**config.mk**
```make
export PLATFORM = sky130hd
export DESIGN_NAME = id_decode
export DESIGN_NICKNAME = d
export VERILOG_FILES = /design/src/rtl/id_decode.sv
export SDC_FILE = /design/constraint.sdc
export NUM_CORES = 1
export LEC_CHECK = 0
export CORE_MARGIN = 4
export CORE_UTILIZATION = 45
export CTS_CLUSTER_SIZE = 28
export DETAILED_ROUTE_END_ITERATION = 8
export PLACE_DENSITY = 0.87
export SLEW_MARGIN = 20
export SYNTH_ARGS = -nofsm -noshare
export SYNTH_HDL_FRONTEND = slang
export SYNTH_SLANG_ARGS = --single-unit
```
**constraint.sdc**
```tcl
create_clock -name clk -period 2.4 [get_ports clk]
set_input_delay 0.6 -clock clk [delete_from_list [all_inputs] [get_ports clk]]
set_output_delay 0.6 -clock clk [all_outputs]
set_load 0.02 [all_outputs]
```
**src/rtl/id_decode.sv**
```systemverilog
// id_decode: RV32I ID-stage front end; decodes the opcode into immediate-format select and register indices behind a 2-entry skid buffer.
// Ports: clk/rst (sync, active-high); if_valid/if_ready/if_instr/if_pc fetch handshake;
//        flush drops both held entries; id_valid/id_ready downstream handshake;
//        id_instr (instr[31:7]), id_immsel (one-hot I,S,B,U,J), id_pc, id_rd/id_rs1/id_rs2, id_illegal.
// Optional macro ID_DECODE_PERF_EN adds perf_decoded / perf_stall counters.
module id_decode #(
    parameter int PC_W = 32
) (
    input  logic            clk,
    input  logic            rst,
    input  logic            if_valid,
    output logic            if_ready,
    input  logic [31:0]     if_instr,
    input  logic [PC_W-1:0] if_pc,
    input  logic            flush,
    output logic            id_valid,
    input  logic            id_ready,
    output logic [24:0]     id_instr,
    output logic [4:0]      id_immsel,
    output logic [PC_W-1:0] id_pc,
    output logic [4:0]      id_rd,
    output logic [4:0]      id_rs1,
    output logic [4:0]      id_rs2,
    output logic            id_illegal
`ifdef ID_DECODE_PERF_EN
    ,
    output logic [31:0]     perf_decoded,
    output logic [31:0]     perf_stall
`endif
);
    typedef struct packed {
        logic [24:0]     instr;
        logic [4:0]      immsel;
        logic [PC_W-1:0] pc;
        logic            illegal;
    } entry_t;

    entry_t     dec, main_q, main_d, skid_q, skid_d;
    logic       main_v_q, main_v_d, skid_v_q, skid_v_d;
    logic       up, dn, ill;
    logic [4:0] sel;
    logic [6:0] op;
    logic [2:0] f3;

    assign op = if_instr[6:0];
    assign f3 = if_instr[14:12];

    // Unlisted opcodes (including any with instr[1:0] != 11) fall to default and are illegal.
    always_comb begin
        sel = 5'b00000;
        ill = 1'b0;
        case (op)
            7'b0000011: begin sel = 5'b00001; ill = f3 == 3'b011 || f3[2:1] == 2'b11; end
            7'b0010011, 7'b1110011, 7'b0001111: sel = 5'b00001;
            7'b1100111: begin sel = 5'b00001; ill = f3 != 3'b000; end
            7'b0100011: begin sel = 5'b00010; ill = f3 >= 3'b011; end
            7'b1100011: begin sel = 5'b00100; ill = f3[2:1] == 2'b01; end
            7'b0110111, 7'b0010111: sel = 5'b01000;
            7'b1101111: sel = 5'b10000;
            7'b0110011: sel = 5'b00000;
            default: ill = 1'b1;
        endcase
        dec.instr   = if_instr[31:7];
        dec.immsel  = ill ? 5'b00000 : sel;
        dec.pc      = if_pc;
        dec.illegal = ill;
    end

    // Ready depends only on registered skid occupancy, never on id_ready.
    assign if_ready = ~rst & ~skid_v_q;
    assign up       = if_valid & if_ready;
    assign dn       = main_v_q & id_ready;

    // Skid full implies if_ready=0, so no upstream load can collide with a skid->main move.
    always_comb begin
        main_v_d = main_v_q;
        skid_v_d = skid_v_q;
        main_d   = main_q;
        skid_d   = skid_q;
        if (flush) begin
            main_v_d = 1'b0;
            skid_v_d = 1'b0;
        end else if (dn && skid_v_q) begin
            main_d   = skid_q;
            skid_v_d = 1'b0;
        end else if (!main_v_q || dn) begin
            main_v_d = up;
            if (up) main_d = dec;
        end else if (up) begin
            skid_d   = dec;
            skid_v_d = 1'b1;
        end
    end

    always_ff @(posedge clk) begin
        if (rst) begin
            main_v_q <= 1'b0;
            skid_v_q <= 1'b0;
            main_q   <= '0;
            skid_q   <= '0;
        end else begin
            main_v_q <= main_v_d;
            skid_v_q <= skid_v_d;
            main_q   <= main_d;
            skid_q   <= skid_d;
        end
    end

    assign id_valid   = main_v_q;
    assign id_instr   = main_q.instr;
    assign id_immsel  = main_q.immsel;
    assign id_pc      = main_q.pc;
    assign id_illegal = main_q.illegal;
    assign id_rd      = main_q.instr[4:0];
    assign id_rs1     = main_q.instr[12:8];
    assign id_rs2     = main_q.instr[17:13];

`ifdef ID_DECODE_PERF_EN
    logic [31:0] perf_decoded_q, perf_decoded_d, perf_stall_q, perf_stall_d;

    always_comb begin
        perf_decoded_d = perf_decoded_q + 32'(dn);
        perf_stall_d   = perf_stall_q + 32'(main_v_q & ~id_ready);
    end

    always_ff @(posedge clk) begin
        if (rst) begin
            perf_decoded_q <= '0;
            perf_stall_q   <= '0;
        end else begin
            perf_decoded_q <= perf_decoded_d;
            perf_stall_q   <= perf_stall_d;
        end
    end

    assign perf_decoded = perf_decoded_q;
    assign perf_stall   = perf_stall_q;
`endif
endmodule

```
==> key figures <==
Detailed routing
  – Via count: 5186
  – Initial drt markers: 454
  – Antenna-violating nets left: 0
  – Vias per cell: 5.155
  – DR pass1 iterations: 5
  – WL/cell: 14.18 µm
  – DRC viols: 0
  – Total wire length: 14270 µm

Yosys
  – Yosys synthesis warning count: 0
  – Top_reg_cell synth: dfxtp_1
  – Syn Nets: 758
  – Synthesized area: 5757 µm²
  – Cell accounting for the most synthesized area: dfxtp_1
  – Number of synthesized flops with an enable pin: 0
  – Synthesis-stage register bit count: 128
  – Synth unique cells: 42
  – Mean post-synth cell area: 8.355 µm²
  – Top cell type's share of synthesized area: 0.4451
  – Sequential area share after synthesis: 0.4451
  – Post-Synthesis Cells: 689
  – Synth top area cells: dfxtp_1 45%, nand2_1 16%, a311oi_2 15%
  – Asr flop ratio synth: 0

Floorplan
  – Core Region: 12570 µm²
  – Initial Util: 0.4580
  – Num rows: 41
  – Die Y: 121.1 µm
  – DIE AREA: 14670 µm²
  – Die width: 121.1 µm
  – I/O Pins: 149

Run
  – Max-cap viol count: 0

Global route
  – Vias in the first global route: 5082
  – GRT Residual Overflow: 0
  – First-pass GRT wire length: 23540 µm
  – Largest net degree at the start of global routing: 81
  – Initial antenna violation count: 0
  – Overall global routing resource usage: 0.1972

Timing
  – Final cycle utilization of the critical path: 0.9002
  – Setup Skew: 0.006473 ns
  – Slew HR: 0.3003
  – Finish-stage setup viols: 0
  – Final Hold Violating Endpoints: 0
  – Least-Margin Pin Slew: 1.049 ns
  – Post-route setup TNS: 0 ns
  – Max Slew Vio Count: 0
  – Fmax: 462.9 MHz
  – Final worst path period need: 2.160 ns
  – Unrepaired setup endpoints after global routing: false

Min path
  – Worst hold path class: reg2reg
  – Min-delay src: skid_q[51]
  – Hold EP: skid_q[51]
  – WHS Path Cells: 2

Status
  – Status: complete, no violations

Setup path
  – Critical path endpoint category: primary output
  – CP Launch Type: flop
  – Worst Reg-to-Reg Cells: 5
  – Highest cell delay on the worst timing path: 0.69 ns
  – Crit path arrival time: 1.56 ns
  – Worst R2R Start: id_valid
  – Critical path's top delay family: buffers and inverters
  – Crit Path Max Fanout: 9
  – CP required: 1.80 ns
  – Reg2Reg Setup Slack: 0.56 ns
  – WP buf/inv: 1
  – Cells along the critical path: clkdlybuf4s50_1
  – Slowest stage cell, crit path: clkdlybuf4s50_1
  – Crit Path Category: reg2out
  – Worst r2r dst: skid_q[40]

Clock network
  – TritonCTS Buffers: 17
  – Clock Sinks: 128
  – Clock transition at path regs: 0.05 ns
  – Clk_lat worst skew: 0.40 ns
  – Post-CTS Resized: 0
  – Post-CTS Setup Bufs: 0
  – CTS tree: yes
  – CTS Root Cell: clkbuf_16
  – CTS max path bufs: 2
  – CTS Hold Buffers Added: 0
  – H-tree levels: 4

Pwr
  – Worst VDD drop: 0.3656 mV
  – Pwr per Cell Area: 695.6 nW/µm²
  – Leakage: 2.774 nW
  – Total power: 0.005614 W

Placement
  – DP Wirelength: 9649 µm
  – IO Port Bufs: 148
  – GP Congestion: 0.8161
  – Dpl cells: 974

Cells and area
  – Synthesis-to-layout area growth: 40.21%
  – N_diodes: 0
  – Nets: 890
  – Share of layout cells above drive strength 1: 0.1583
  – Highest-count cells in the layout ignoring fill and taps: 247 x nand2_1, 147 x clkdlybuf4s50_1, 128 x dfxtp_1
  – Fillers: 1055
  – Most common cell after layout, fill and taps aside: nand2_1
  – Layout Cells excl Fill: 1006
cell families after synthesis:
group	synth area share
AND/OR/NAND/NOR	0.2356
AO/OA/AOI/OAI	0.2417
flip-flops	0.4451
buffers and inverters	0.07585
multiplexers	0.001739
synth_stat cells, types with 2 or more instances:
library cell	instances
nand2_1	247
dfxtp_1	128
nor2_1	68
a21oi_1	64
a311oi_2	58
clkbuf_1	38
buf_4	17
buf_6	12
inv_1	6
nand2b_1	5
a31oi_1	4
nand3_1	4
o21ai_0	4
a211oi_1	3
and3_1	2
nand4_1	2
nor4_2	2
worst max-delay path by stage:
stage / start / endpoint / depth (start not counted)
floorplan: rst / if_ready / 4
finish: id_valid / id_valid / 1
global route: if_instr[2] / id_immsel[0] / 6
global placement: if_instr[2] / id_immsel[0] / 6
detailed placement: if_instr[2] / id_immsel[0] / 6
CTS: id_valid / id_valid / 1
where the power goes:
part           leakage (nW)  total, W  internal, W  switching [W]
combinational          1.43  0.000702     0.000351       0.000351
clock                 0.307   0.00268      0.00178       0.000895
sequential             1.04   0.00223      0.00219      0.0000397
total                  2.77   0.00561      0.00433        0.00129
metrics by stage:
| stage | utilization | hold WS (ns) | cell area (µm²) | setup WS, ns |
|---|---|---|---|---|
| 2_1_floorplan | - | 0.4249 | 5757 | 0.1886 |
| 3_3_place_gp | 0.5927 | 0.4366 | 7450 | -0.1377 |
| 3_5_place_dp | 0.5927 | 0.4417 | 7450 | -0.1767 |
| 4_1_cts | 0.6422 | 0.4543 | 8071 | 0.2189 |
| 5_1_grt | 0.6422 | 0.4723 | 8071 | 0.1235 |
| 6_report | 0.6422 | 0.4524 | 8071 | 0.2395 |
registers in the layout (all words and copies together) (netlist names):
register and flops:
id_illegal 1, id_immsel 5, id_instr 25, id_pc 32, id_valid 1, skid_q 63, skid_v_q 1
layout make-up:
class	instances	area, µm²	area share
timing repair buffer	182	1876	0.2324
inverter	6	22.52	0.002790
multi-input combinational	486	2774	0.3437
tap	172	215.2	0.02666
clock inverter	11	161.4	0.02000
sequential	128	2562	0.3175
clock buffer	21	460.4	0.05705
per-layer routing:
layer / vias to the layer above / GRT usage / routed length, µm
met1: 2428 / 0.2367 / 6045
li1: 2595 / - / -
met3: 19 / 0.04615 / 790
met4: 0 / 0.08924 / 210
met5: - / 0 / 0
met2: 144 / 0.3345 / 7219
(Power assumes the default switching activity.)
